[config.mk]
export PLATFORM = sky130hd
export DESIGN_NAME = scie_fir_sequencer
export DESIGN_NICKNAME = d
export VERILOG_FILES = /design/src/rtl/scie_fir_sequencer.sv
export SDC_FILE = /design/constraint.sdc
export NUM_CORES = 1
export LEC_CHECK = 0
export ABC_AREA = 1
export CORE_AREA = 2 2 289 291
export CTS_CLUSTER_SIZE = 12
export DETAILED_ROUTE_END_ITERATION = 8
export DIE_AREA = 0 0 291 293
export SLEW_MARGIN = 20
export SYNTH_ARGS = -nofsm -noshare
export SYNTH_HDL_FRONTEND = slang
export SYNTH_SLANG_ARGS = --single-unit
[constraint.sdc]
create_clock -name clock -period 3.1 [get_ports clock]
set_input_delay 0.62 -clock clock [delete_from_list [all_inputs] [get_ports clock]]
set_output_delay 0.62 -clock clock [all_outputs]
set_load 0.05 [all_outputs]
[src/rtl/scie_fir_sequencer.sv]
// scie_fir_sequencer: issues coefficient-load (0x0B), sample-push (0x2B) and
// result-read (0x5B) instructions to the pipelined complex FIR unit in the
// required order, and returns each filter result on a valid/ready stream.
// Optional build macro: SCIE_SEQ_COEF_CHECK_EN -- samples are held off until
// every tap has been written at least once since reset.
module scie_fir_sequencer #(
    parameter int unsigned NTAPS      = 5,
    parameter int unsigned GAP_CYCLES = 1,
    parameter int unsigned RD_LAT     = 0
) (
    input  logic               clock,
    input  logic               reset_n,
    input  logic               coef_valid,
    output logic               coef_ready,
    input  logic [31:0]        coef_idx,
    input  logic signed [63:0] coef_real,
    input  logic signed [63:0] coef_imag,
    input  logic               smp_valid,
    output logic               smp_ready,
    input  logic signed [63:0] smp_real,
    input  logic signed [63:0] smp_imag,
    output logic               res_valid,
    input  logic               res_ready,
    output logic signed [63:0] res_real,
    output logic signed [63:0] res_imag,
    output logic               coef_err,
    output logic               busy,
    output logic               dp_valid,
    output logic [31:0]        dp_insn,
    output logic signed [63:0] dp_rs1_real,
    output logic signed [63:0] dp_rs1_imag,
    output logic [31:0]        dp_rs2,
    input  logic signed [63:0] dp_rd_real,
    input  logic signed [63:0] dp_rd_imag
);
    localparam int unsigned DW = 64;
    localparam int unsigned IW = 32;
    localparam int unsigned CW = 16;

    localparam logic [IW-1:0] INSN_COEF = 32'h0000_000B;
    localparam logic [IW-1:0] INSN_PUSH = 32'h0000_002B;
    localparam logic [IW-1:0] INSN_READ = 32'h0000_005B;

    typedef enum logic [2:0] {
        S_IDLE,
        S_COEF,
        S_PUSH,
        S_GAP,
        S_READ,
        S_WAIT,
        S_HOLD
    } state_t;

    state_t                r_state;
    logic [CW-1:0]         r_cnt;
    logic                  r_dp_valid;
    logic [IW-1:0]         r_dp_insn;
    logic signed [DW-1:0]  r_rs1_real;
    logic signed [DW-1:0]  r_rs1_imag;
    logic [IW-1:0]         r_rs2;
    logic                  r_res_valid;
    logic signed [DW-1:0]  r_res_real;
    logic signed [DW-1:0]  r_res_imag;
    logic                  r_coef_err;

    logic                  w_idle;
    logic                  w_taps_ok;
    logic                  w_coef_in_range;
    logic                  w_coef_fire;
    logic                  w_smp_fire;

    assign w_idle          = (r_state == S_IDLE);
    assign w_coef_in_range = (coef_idx < IW'(NTAPS));
    assign w_coef_fire     = coef_valid & w_idle;
    // Ready is a pure state decode; a sample seen alongside a coefficient is
    // not taken that cycle, so the producer keeps it presented.
    assign w_smp_fire      = smp_valid & smp_ready & ~coef_valid;

`ifdef SCIE_SEQ_COEF_CHECK_EN
    logic [NTAPS-1:0] r_tap_seen;

    // Record which in-range taps have been written since reset
    always_ff @(posedge clock or negedge reset_n) begin
        if (!reset_n) begin
            r_tap_seen <= '0;
        end else if (w_coef_fire && w_coef_in_range) begin
            for (int unsigned k = 0; k < NTAPS; k++) begin
                if (coef_idx == IW'(k)) begin
                    r_tap_seen[k] <= 1'b1;
                end
            end
        end
    end

    assign w_taps_ok = &r_tap_seen;
`else
    assign w_taps_ok = 1'b1;
`endif

    // Sequencer state, instruction issue and result capture
    always_ff @(posedge clock or negedge reset_n) begin
        if (!reset_n) begin
            r_state     <= S_IDLE;
            r_cnt       <= '0;
            r_dp_valid  <= 1'b0;
            r_dp_insn   <= '0;
            r_rs1_real  <= '0;
            r_rs1_imag  <= '0;
            r_rs2       <= '0;
            r_res_valid <= 1'b0;
            r_res_real  <= '0;
            r_res_imag  <= '0;
            r_coef_err  <= 1'b0;
        end else begin
            r_dp_valid <= 1'b0;
            r_coef_err <= 1'b0;
            case (r_state)
                S_IDLE: begin
                    if (w_coef_fire) begin
                        if (w_coef_in_range) begin
                            r_state    <= S_COEF;
                            r_dp_valid <= 1'b1;
                            r_dp_insn  <= INSN_COEF;
                            r_rs1_real <= coef_real;
                            r_rs1_imag <= coef_imag;
                            r_rs2      <= coef_idx;
                        end else begin
                            r_coef_err <= 1'b1;
                        end
                    end else if (w_smp_fire) begin
                        r_state    <= S_PUSH;
                        r_dp_valid <= 1'b1;
                        r_dp_insn  <= INSN_PUSH;
                        r_rs1_real <= smp_real;
                        r_rs1_imag <= smp_imag;
                    end
                end
                S_COEF: begin
                    r_state <= S_IDLE;
                end
                S_PUSH: begin
                    if (GAP_CYCLES == 0) begin
                        r_state    <= S_READ;
                        r_dp_valid <= 1'b1;
                        r_dp_insn  <= INSN_READ;
                    end else begin
                        r_state <= S_GAP;
                        r_cnt   <= CW'(GAP_CYCLES - 1);
                    end
                end
                S_GAP: begin
                    if (r_cnt == '0) begin
                        r_state    <= S_READ;
                        r_dp_valid <= 1'b1;
                        r_dp_insn  <= INSN_READ;
                    end else begin
                        r_cnt <= r_cnt - CW'(1);
                    end
                end
                S_READ: begin
                    if (RD_LAT == 0) begin
                        r_state     <= S_HOLD;
                        r_res_valid <= 1'b1;
                        r_res_real  <= dp_rd_real;
                        r_res_imag  <= dp_rd_imag;
                    end else begin
                        r_state <= S_WAIT;
                        r_cnt   <= CW'(RD_LAT - 1);
                    end
                end
                S_WAIT: begin
                    if (r_cnt == '0) begin
                        r_state     <= S_HOLD;
                        r_res_valid <= 1'b1;
                        r_res_real  <= dp_rd_real;
                        r_res_imag  <= dp_rd_imag;
                    end else begin
                        r_cnt <= r_cnt - CW'(1);
                    end
                end
                S_HOLD: begin
                    if (res_ready) begin
                        r_state     <= S_IDLE;
                        r_res_valid <= 1'b0;
                    end
                end
                default: begin
                    r_state <= S_IDLE;
                end
            endcase
        end
    end

    assign coef_ready  = w_idle;
    assign smp_ready   = w_idle & w_taps_ok;
    assign busy        = ~w_idle;
    assign coef_err    = r_coef_err;
    assign dp_valid    = r_dp_valid;
    assign dp_insn     = r_dp_insn;
    assign dp_rs1_real = r_rs1_real;
    assign dp_rs1_imag = r_rs1_imag;
    assign dp_rs2      = r_rs2;
    assign res_valid   = r_res_valid;
    assign res_real    = r_res_real;
    assign res_imag    = r_res_imag;

endmodule

==> results of run 1 <==
==> area by class of cell <==
| type | instances | area [µm²] |
|---|---|---|
| multi-input cells | 1393 | 5594 |
| diodes | 6 | 15.01 |
| clock buffers | 54 | 1122 |
| flip-flops and latches | 313 | 7833 |
| inverters | 74 | 282.8 |
| repair buffers | 761 | 7682 |
| well taps | 1070 | 1339 |
| clock inverters | 12 | 117.6 |
| fillers | 8822 | 57860 |
==> cell usage after synthesis, types with 4 or more instances <==
| cell type | number |
|---|---|
| nor2_1 | 39 |
| buf_2 | 39 |
| nand3_1 | 155 |
| inv_1 | 71 |
| dfrtp_1 | 313 |
| nand3b_1 | 6 |
| nor3_1 | 4 |
| nand4_1 | 4 |
| buf_6 | 12 |
| nand2_1 | 1123 |
| o21ai_0 | 16 |
| xor2_1 | 6 |
| clkbuf_1 | 25 |
| buf_4 | 56 |
==> worst max-delay path, delay by kind of cell (launching register included) <==
kind	cells	cell delay, ns
simple gates	2	0.31
buf+inv	2	1.06
flops	1	0.43
==> cells by family (layout without fill, tap and decap cells) <==
group                      Yosys count  after routing  synth area share (%)
buffers and inverters              209            901                 7.856
DFF                                313            313                 54.28
xor gates and xnor gates             7              7                0.4249
AOI/OAI and AO/OA                   17             17                0.5897
and+or+nand+nor                   1342           1342                 36.73
other                                1             32               0.02599
adders and majority gates            1              1               0.08670
==> power breakdown <==
group          internal (mW)  leakage (nW)  switching [mW]  total (mW)
clock network           2.62         0.602            1.84        4.46
logic                   4.64          7.31            9.91        14.5
registers               5.77          3.96            1.01        6.79
total                   13.0          11.9            12.8        25.8
==> per-stage QoR <==
step,cell area (µm²),power [mW],util [%]
after floorplan,14520,16.12,-
after global placement,22730,21.39,27.77
after detailed placement,22730,21.47,27.77
after CTS,23970,26.12,29.29
after global routing,23990,27.35,29.31
final,23990,25.79,29.31
==> placed cells by master, fill, tap and decap left out, drive strengths merged, types with 16 or more instances in the layout <==
master / n
o21ai: 16
conb: 26
nand3: 156
clkbuf: 54
nor2: 42
buf: 42
nand2: 1126
dfrtp: 313
clkdlybuf4s50: 719
inv: 77
==> flip-flops by register name, summed over array words and instances (netlist names) <==
register,count
coef_err,1
dp_insn,3
res_imag,64
dp_rs1_imag,64
dp_rs2,32
r_state,3
dp_valid,1
res_valid,1
r_cnt,16
res_real,64
dp_rs1_real,64
==> final timing paths <==
| kind | start | to | slack, ns |
|---|---|---|---|
| max | r_state[2]$_DFFE_PN0P_ | smp_ready | 0.13 |
| min reg2reg | dp_rs2[21]$_DFFE_PN0P_ | dp_rs2[21]$_DFFE_PN0P_ | 0.46 |
| min in group clock | dp_rs2[21]$_DFFE_PN0P_ | dp_rs2[21]$_DFFE_PN0P_ | 0.46 |
| max in group asynchronous | reset_n | r_cnt[3]$_DFFE_PN0P_ | 2.23 |
| min | reset_n | res_imag[58]$_DFFE_PN0P_ | 0.07 |
| max reg2reg | r_cnt[0]$_DFFE_PN0P_ | res_real[1]$_DFFE_PN0P_ | 0.77 |
==> routing by layer <==
metal	global-route usage [%]	up-vias	share of wire, %
met5	0	-	0.067
met4	4.006	6	2.4
met3	4.539	87	8.7
met2	21.91	605	46
met1	17.57	6634	43
li1	-	7097	-
==> metrics.txt, run 1 <==
run status completed; Crit Path Max Fanout 6; Inst Count DP 3611; Core Area 81850 µm²; Cell Chain, Critical Path nor2_1 > nand2_2 > inv_1 > clkdlybuf4s50_1; Worst-path clk slew 0.06 ns; vias per cell 3.918; Initial Util 17.63%; wire length per cell 16.26 µm; CP max stage delay 0.88 ns; total gr overflow 0; Final ANT Viol Nets 0; register area share after synthesis 54.28%; WS Path Type flop to output port; syn_area_per_cell 7.634 µm²; # nets final 3003; CP arrival 2.35 ns; max-slew violations 0; CTS root buffer clkbuf_16; biggest area consumer among synthesized cells dfrtp_1; top-level I/O count 747; hold_buf cts 0; H-tree Lvls 2; Setup Skew 0.01010 ns; critical path launch point type flop; initial antenna violation count 19; Leakage Power 11.87 nW; drt drc 0; Max Fclk 337.1 MHz; clk sinks 313; yosys warns 0; power per standard cell area 1075 nW/µm²; row cnt 105; Least-Margin Pin Slew 0.7820 ns; fraction of layout cells with a size suffix above 1 4.488%; first-pass GRT wire length 90110 µm; post_cts resized 0; post-synth top area share 54.28%; Async S/R FF share, synth 100.0%; Final Hold Viols 0; Mapped Cells 1890; Post-Route WL 59900 µm; CTS Buf Count 38; HPWL after DPL 46120 µm; ranking of synthesized cells by area dfrtp_1, nand2_1, nand3_1; Cell Area, Synth 14430 µm²; # port buffers 720; GRT Util Overall 13.71%; Critical Path RT 2.48 ns; Slew HR 47.87%; unrepaired setup endpoints after global routing no; endpoint class of the critical path output port; initial drt markers 592; vias in the first global route 14330; Post-synth EDFFs 0; Hold/Removal Path Class input pin to async pin; library cells used by synthesis 26; die extent in y 293 µm; routed vias 14430; Setup Total Neg Slack 0 ns; largest net degree at the start of global routing 133; Hold WS 0.07367 ns; reg2reg path depth 11; CP max stage cell clkdlybuf4s50_1; maximum VDD drop 0.6408 mV; synthesized flop and latch total 313; setup slack after layout 0.1336 ns; RePlAce Congestion 0.8393; width of the die 291 µm; router iterations before antenna repair 4; worst skew pair latency 0.55 ns; ys flop type dfrtp_1; Post-CTS Setup Inserts 0; Place WS 0.4826 ns; final period utilization 95.69%; die area 85260 µm²; Layout Cells excl Fill 3683; CTS Buffer Depth 3; minimum clock period 2.966 ns; TritonCTS clock tree yes; Setup violations, final 0; # Max-Cap Violations 0; P&R area growth vs syn 66.23%
Power figures use the tool's default switching activity.
==> run 2: changes to the inputs <==
GPL_TIMING_DRIVEN = 0   (was not set)
==> run 2 against run 1 <==
  * Largest cell class is now buffers
  * Critical path type unchanged
  * Largest power group unchanged
  * Total power rose by 3.1%
  * Clock power up 8.3%
  * Clock skew rose by 0.00087 ns
  * Final area is 2.2% higher
  * Flip-flop and latch count unchanged
  * Fmax up 2.7%
  * Register-to-register slack worse by 0.37 ns
  * Critical path depth unchanged
  * Core utilization rose by 0.64 points
  * Worst hold slack got worse by 0.046 ns
  * Via count is 3.2% higher
==> metrics.txt, run 2 (synthesis gave the netlist of run 1 again) <==
run status completed; Inst Count DP 3708 (+2.7%); initial drt markers 545 (-7.9%); Core Area 81850 µm² (unchanged); drt drc 0 (unchanged); endpoint class of the critical path output port; Setup Skew 0.01097 ns (+0.0008684 ns); setup slack after layout 0.2118 ns (+0.07823 ns); Initial Util 17.63% (unchanged); CP arrival 2.27 ns (-0.08 ns); unrepaired setup endpoints after global routing no; CTS root buffer clkbuf_16; M1 GR Usage 18.35% (+0.77 points); initial antenna violation count 18 (-1); first-pass GRT wire length 98830 µm (+9.7%); die area 85260 µm² (unchanged); clk sinks 313 (unchanged); minimum clock period 2.888 ns (-0.07822 ns); P&R area growth vs syn 69.86%; # port buffers 720 (unchanged); wire length per cell 17.93 µm (+10%); WS Path Type flop to output port; Critical Path RT 2.48 ns (about the same); maximum VDD drop 0.6435 mV (+0.42%); CP max stage cell clkdlybuf4s50_1; M3 GR Usage 5.545% (+1.0 points); vias in the first global route 14850 (+3.7%); die extent in y 293 µm (unchanged); total gr overflow 0 (unchanged); Least-Margin Pin Slew 1.054 ns (+0.2722 ns); router iterations before antenna repair 5 (+1); Setup Total Neg Slack 0 ns (unchanged); HPWL after DPL 54630 µm (+18%); hold_buf cts 0 (unchanged); GRT Util Overall 15.54% (+1.8 points); routed vias 14890 (+3.2%); most frequent cells in the layout nand2_1, clkdlybuf4s50_1, dfrtp_1; Worst-path clk slew 0.06 ns (about the same); Crit Path Max Fanout 6 (unchanged); Place WS -0.02190 ns (-0.5045 ns); vias per cell 3.937 (+0.50%); most common cell after layout, fill and taps aside nand2_1; max-slew violations 0 (unchanged); GR peak layer met2; Final ANT Viol Nets 0 (unchanged); Cell Chain, Critical Path nor2_1 > nand2_2 > inv_1 > clkdlybuf4s50_1; TritonCTS clock tree yes; Leakage Power 12.25 nW (+3.1%); CTS Buffer Depth 3 (unchanged); critical path launch point type flop; # Max-Cap Violations 0 (unchanged); Layout Cells excl Fill 3781 (+2.7%); Post-Route WL 67800 µm (+13%); Hold/Removal Path Class input pin to async pin; final period utilization 93.17% (-2.5 points); met2 Use GR 25.81% (+3.9 points); Hold WS 0.02812 ns (-0.04555 ns); Final Hold Viols 0 (unchanged); Post-CTS Setup Inserts 0 (unchanged); power per standard cell area 1085 nW/µm² (+0.87%); worst skew pair latency 0.56 ns (about the same); # nets final 3101 (+3.3%); row cnt 105 (unchanged); RePlAce Congestion 0.8832 (+5.2%); post_cts resized 0 (unchanged); total power 26.58 mW (+3.1%); top-level I/O count 747 (unchanged); CTS Buf Count 39 (+2.6%); CP max stage delay 0.86 ns (-0.02 ns); Slew HR 29.72% (-18 points); Max Fclk 346.2 MHz (+2.7%); largest net degree at the start of global routing 89 (-33%); Setup violations, final 0 (unchanged); width of the die 291 µm (unchanged); fraction of layout cells with a size suffix above 1 6.795% (+2.3 points); H-tree Lvls 2 (unchanged)
==> run 2: changes by cell type in the layout (fill, tap and decap cells not counted), sizes merged, moves of 2 or more <==
cell | before | now
buf | 42 | 114
bufinv | 1 | 4
clkbuf | 54 | 82
clkinv | 4 | 6
diode | 6 | 3
inv | 77 | 74
==> run 2: metrics by stage <==
step | util, % | cell area [µm²]
6_report | 29.94 | 24510
5_1_grt | 29.94 | 24510
4_1_cts | 29.93 | 24500
3_5_place_dp | 28.29 | 23160
3_3_place_gp | 28.18 | 23070
2_1_floorplan | - | 14520
==> run 2: path summary, 6_finish.rpt <==
check                      depth (start not counted)                   start  slack, ns                          end
max                                                4  r_state[2]$_DFFE_PN0P_       0.21                   coef_ready
min                                                1                 reset_n       0.03     res_imag[58]$_DFFE_PN0P_
max reg2reg                                       10  r_state[2]$_DFFE_PN0P_       0.40  dp_rs1_imag[56]$_DFFE_PN0P_
min reg2reg                                        2  dp_rs2[17]$_DFFE_PN0P_       0.46       dp_rs2[17]$_DFFE_PN0P_
max in group asynchronous                          3                 reset_n       1.75  dp_rs1_imag[47]$_DFFE_PN0P_
min in group clock                                 2  dp_rs2[17]$_DFFE_PN0P_       0.46       dp_rs2[17]$_DFFE_PN0P_
==> run 2: area by class of cell <==
class                           count  area, µm²
Antenna cell                        3      7.507
Buffer                            135      855.8
Clock buffer                       57       1144
Clock inverter                     13      198.9
Fill cell                        8790      57340
Inverter                           74      277.8
Multi-Input combinational cell   1393       5557
Sequential cell                   313       7833
Tap cell                         1070       1339
Timing Repair Buffer              723       7297
==> run 2: metal layers <==
metal  vias up  share of wire [%]
met4         8                3.9
met2       640                 46
met1      6821                 41
li1       7286                  -
met5         -              0.080
met3       132                9.0
==> run 2: worst max-delay path, delay by kind of cell (launching register included) <==
family                 cells  cell delay [ns]
buffers and inverters      2             0.98
flip-flops                 1             0.44
AND/OR/NAND/NOR            2             0.29
==> run 2: power by group <==
part / internal [mW] / total, mW / switching [mW] / leakage [nW]
clock: 2.90 / 4.83 / 1.93 / 0.649
combinational: 4.81 / 15.0 / 10.2 / 7.63
sequential: 5.77 / 6.76 / 0.983 / 3.96
total: 13.5 / 26.6 / 13.1 / 12.2
==> run 3: changes to the inputs <==
CELL_PAD_IN_SITES_DETAIL_PLACEMENT = 1   (was not set)
CELL_PAD_IN_SITES_GLOBAL_PLACEMENT = 2   (was not set)
CORE_AREA = 2 2 292 294   (was 2 2 289 291)
DIE_AREA = 0 0 294 296   (was 0 0 291 293)
PLACE_DENSITY_LB_ADDON = 0.1   (was not set)
clock period = 3.33 ns   (was 3.1 ns; I/O delays follow)
==> run 3 against run 2 <==
  * Global-route usage increased by 1.7 points
  * Core utilization shrank 0.62 points
  * Flip-flop and latch count is the same
  * Non-clock buffer count increased by 2
  * Sequential share of layout area decreased by 0.23 points
  * Via count rose by 1.8%
  * Critical path depth up 1
  * Wire length up 14%
  * Combinational power is 5% lower
  * Clock power hardly changed
  * Critical path type unchanged
==> metrics.txt, run 3 (synthesis gave the netlist of run 1 again) <==
run status completed; total power 25.44 mW (-4.3%); die area 87020 µm² (+2.1%); Slew HR 38.56% (+8.8 points); Leakage Power 12.32 nW (+0.58%); Worst-path clk slew 0.06 ns (about the same); most frequent cells in the layout nand2_1, clkdlybuf4s50_1, dfrtp_1; top-level I/O count 747 (unchanged); vias in the first global route 16410 (+11%); metal3 WL 7756 µm (+27%); Hold/Removal Path Class flop to flop; width of the die 294 µm (+1.0%); reg2reg path depth 10 (unchanged); max-slew violations 0 (unchanged); Final Util 29.32% (-0.62 points); Inst Count DP 3729 (+0.57%); WS Path Type flop to output port; worst skew pair latency 0.58 ns (+0.02 ns); Post-Route WL 77470 µm (+14%); Clock Power Share 18.9% (+0.7 points); Post-CTS Setup Inserts 0 (unchanged); Max Fclk 332.9 MHz; r2r startpoint r_state[2]$_DFFE_PN0P_; Critical path origin r_state[2]$_DFFE_PN0P_; FF-to-FF End dp_rs1_imag[47]$_DFFE_PN0P_; # port buffers 720 (unchanged); DR WL met2 40110 µm (+28%); Top Metal Used met5; vias per cell 3.972 (+0.89%); Least-Margin Pin Slew 0.9217 ns (-0.1325 ns); Layout Cells excl Fill 3815 (+0.90%); Worst setup endpoint smp_ready; Core Area 84210 µm² (+2.9%); Pint 12.75 mW (-5.4%); fraction of layout cells with a size suffix above 1 7.035% (+0.24 points); router iterations before antenna repair 4 (-1); Multi-input gate area 5557 µm² (unchanged); GRT Util Overall 17.24% (+1.7 points); r2r setup slk 0.83 ns (+0.43 ns); most common cell after layout, fill and taps aside nand2_1; H-tree Lvls 2 (unchanged); die extent in y 296 µm (+1.0%); Crit Path Max Fanout 6 (unchanged); register area 7833 µm² (unchanged); initial antenna violation count 31 (+13); wire length per cell 20.31 µm (+13%); Flop pwr share 24.8% (-0.6 points); Sw Share 49.87% (+0.59 points); largest net degree at the start of global routing 86 (-3.4%); P&R area growth vs syn 71.11%; critical path launch point type flop; maximum VDD drop 0.4168 mV (-35%); unrepaired setup endpoints after global routing no; switching pwr 12.69 mW (-3.2%); Initial Util 17.13% (-0.49 points); minimum clock period 3.003 ns; power per standard cell area 1030 nW/µm² (-5.0%); CTS Buffer Depth 3 (unchanged); routed vias 15160 (+1.8%); Setup Skew 0.01745 ns (+0.006479 ns); initial drt markers 530 (-2.8%); # nets final 3107 (+0.19%); # fillers 10020 (+14%); TritonCTS clock tree yes; CP arrival 2.34 ns (+0.07 ns); clk sinks 313 (unchanged); CTS root buffer clkbuf_16; drt drc 0 (unchanged); Final Hold Viols 0 (unchanged); RePlAce Congestion 0.8009 (-9.3%); endpoint class of the critical path output port; CTS Buf Count 43 (+10%); final period utilization 90.19%; Routed met1 length 27950 µm (+1.4%); Setup violations, final 0 (unchanged); Critical Path RT 2.66 ns (+0.18 ns); first-pass GRT wire length 110800 µm (+12%); HPWL after DPL 62330 µm (+14%); combinational power share 56.4% (about the same); row cnt 107 (+1.9%); # Max-Cap Violations 0 (unchanged); Final ANT Viol Nets 0 (unchanged); total gr overflow 0 (unchanged)
## run 3: per-stage QoR
step	instance area [µm²]	hold slack [ns]	worst slack [ns]	setup TNS, ns
6_report	24690	0.4604	0.3265	0
5_1_grt	24680	0.4853	0.2128	0
4_1_cts	24660	0.4665	0.2615	0
3_5_place_dp	23210	0.4509	0.2985	0
3_3_place_gp	23090	0.4505	-14.13	-4400.66
2_1_floorplan	14520	0.3704	1.190	0
## run 3: worst min path at each step
stage	from	to	slack [ns]	cells after the start
6_report	dp_rs2[3]$_DFFE_PN0P_	dp_rs2[3]$_DFFE_PN0P_	0.46	2
5_1_grt	dp_rs2[19]$_DFFE_PN0P_	dp_rs2[19]$_DFFE_PN0P_	0.49	2
3_3_place_gp	dp_rs2[25]$_DFFE_PN0P_	dp_rs2[25]$_DFFE_PN0P_	0.45	2
2_1_floorplan	reset_n	coef_err$_DFF_PN0_	0.37	0
3_5_place_dp	dp_rs2[3]$_DFFE_PN0P_	dp_rs2[3]$_DFFE_PN0P_	0.45	2
4_1_cts	dp_rs2[3]$_DFFE_PN0P_	dp_rs2[3]$_DFFE_PN0P_	0.47	2
## run 3: routing by layer
metal	GRT usage (%)	vias up
met2	31.80	471
met4	4.007	42
met1	17.79	7229
li1	-	7299
met3	7.689	114
met5	0	-
## run 3: power by group through the flow
stage,clock (mW),combinational [mW],sequential (mW)
floorplan,0,3.64,11.4
global placement,0,14.5,6.33
detailed placement,0,14.6,6.36
CTS,5.01,14.6,6.32
global route,5.16,15.4,6.52
finish,4.80,14.3,6.30
## run 3: area by class of cell
class	count	share of cell area, %
Antenna cell	10	0.1014
Buffer	135	3.466
Clock buffer	59	4.966
Clock inverter	16	0.8919
Inverter	74	1.125
Multi-Input combinational cell	1393	22.51
Sequential cell	313	31.72
Tap cell	1090	5.524
Timing Repair Buffer	725	29.70
## run 3: worst max-delay path: stages, from the launching register on
cell and delay, ns:
dfrtp_1 0.44, nor2_1 0.20, nand2_2 0.13, inv_1 0.09
buf_4 0.10, clkdlybuf4s50_1 0.80
## run 3: what timing repair did
item	CTS	global route
hold endpoints to repair	29	0
hold buffers	1	0
gates resized for setup	0	0
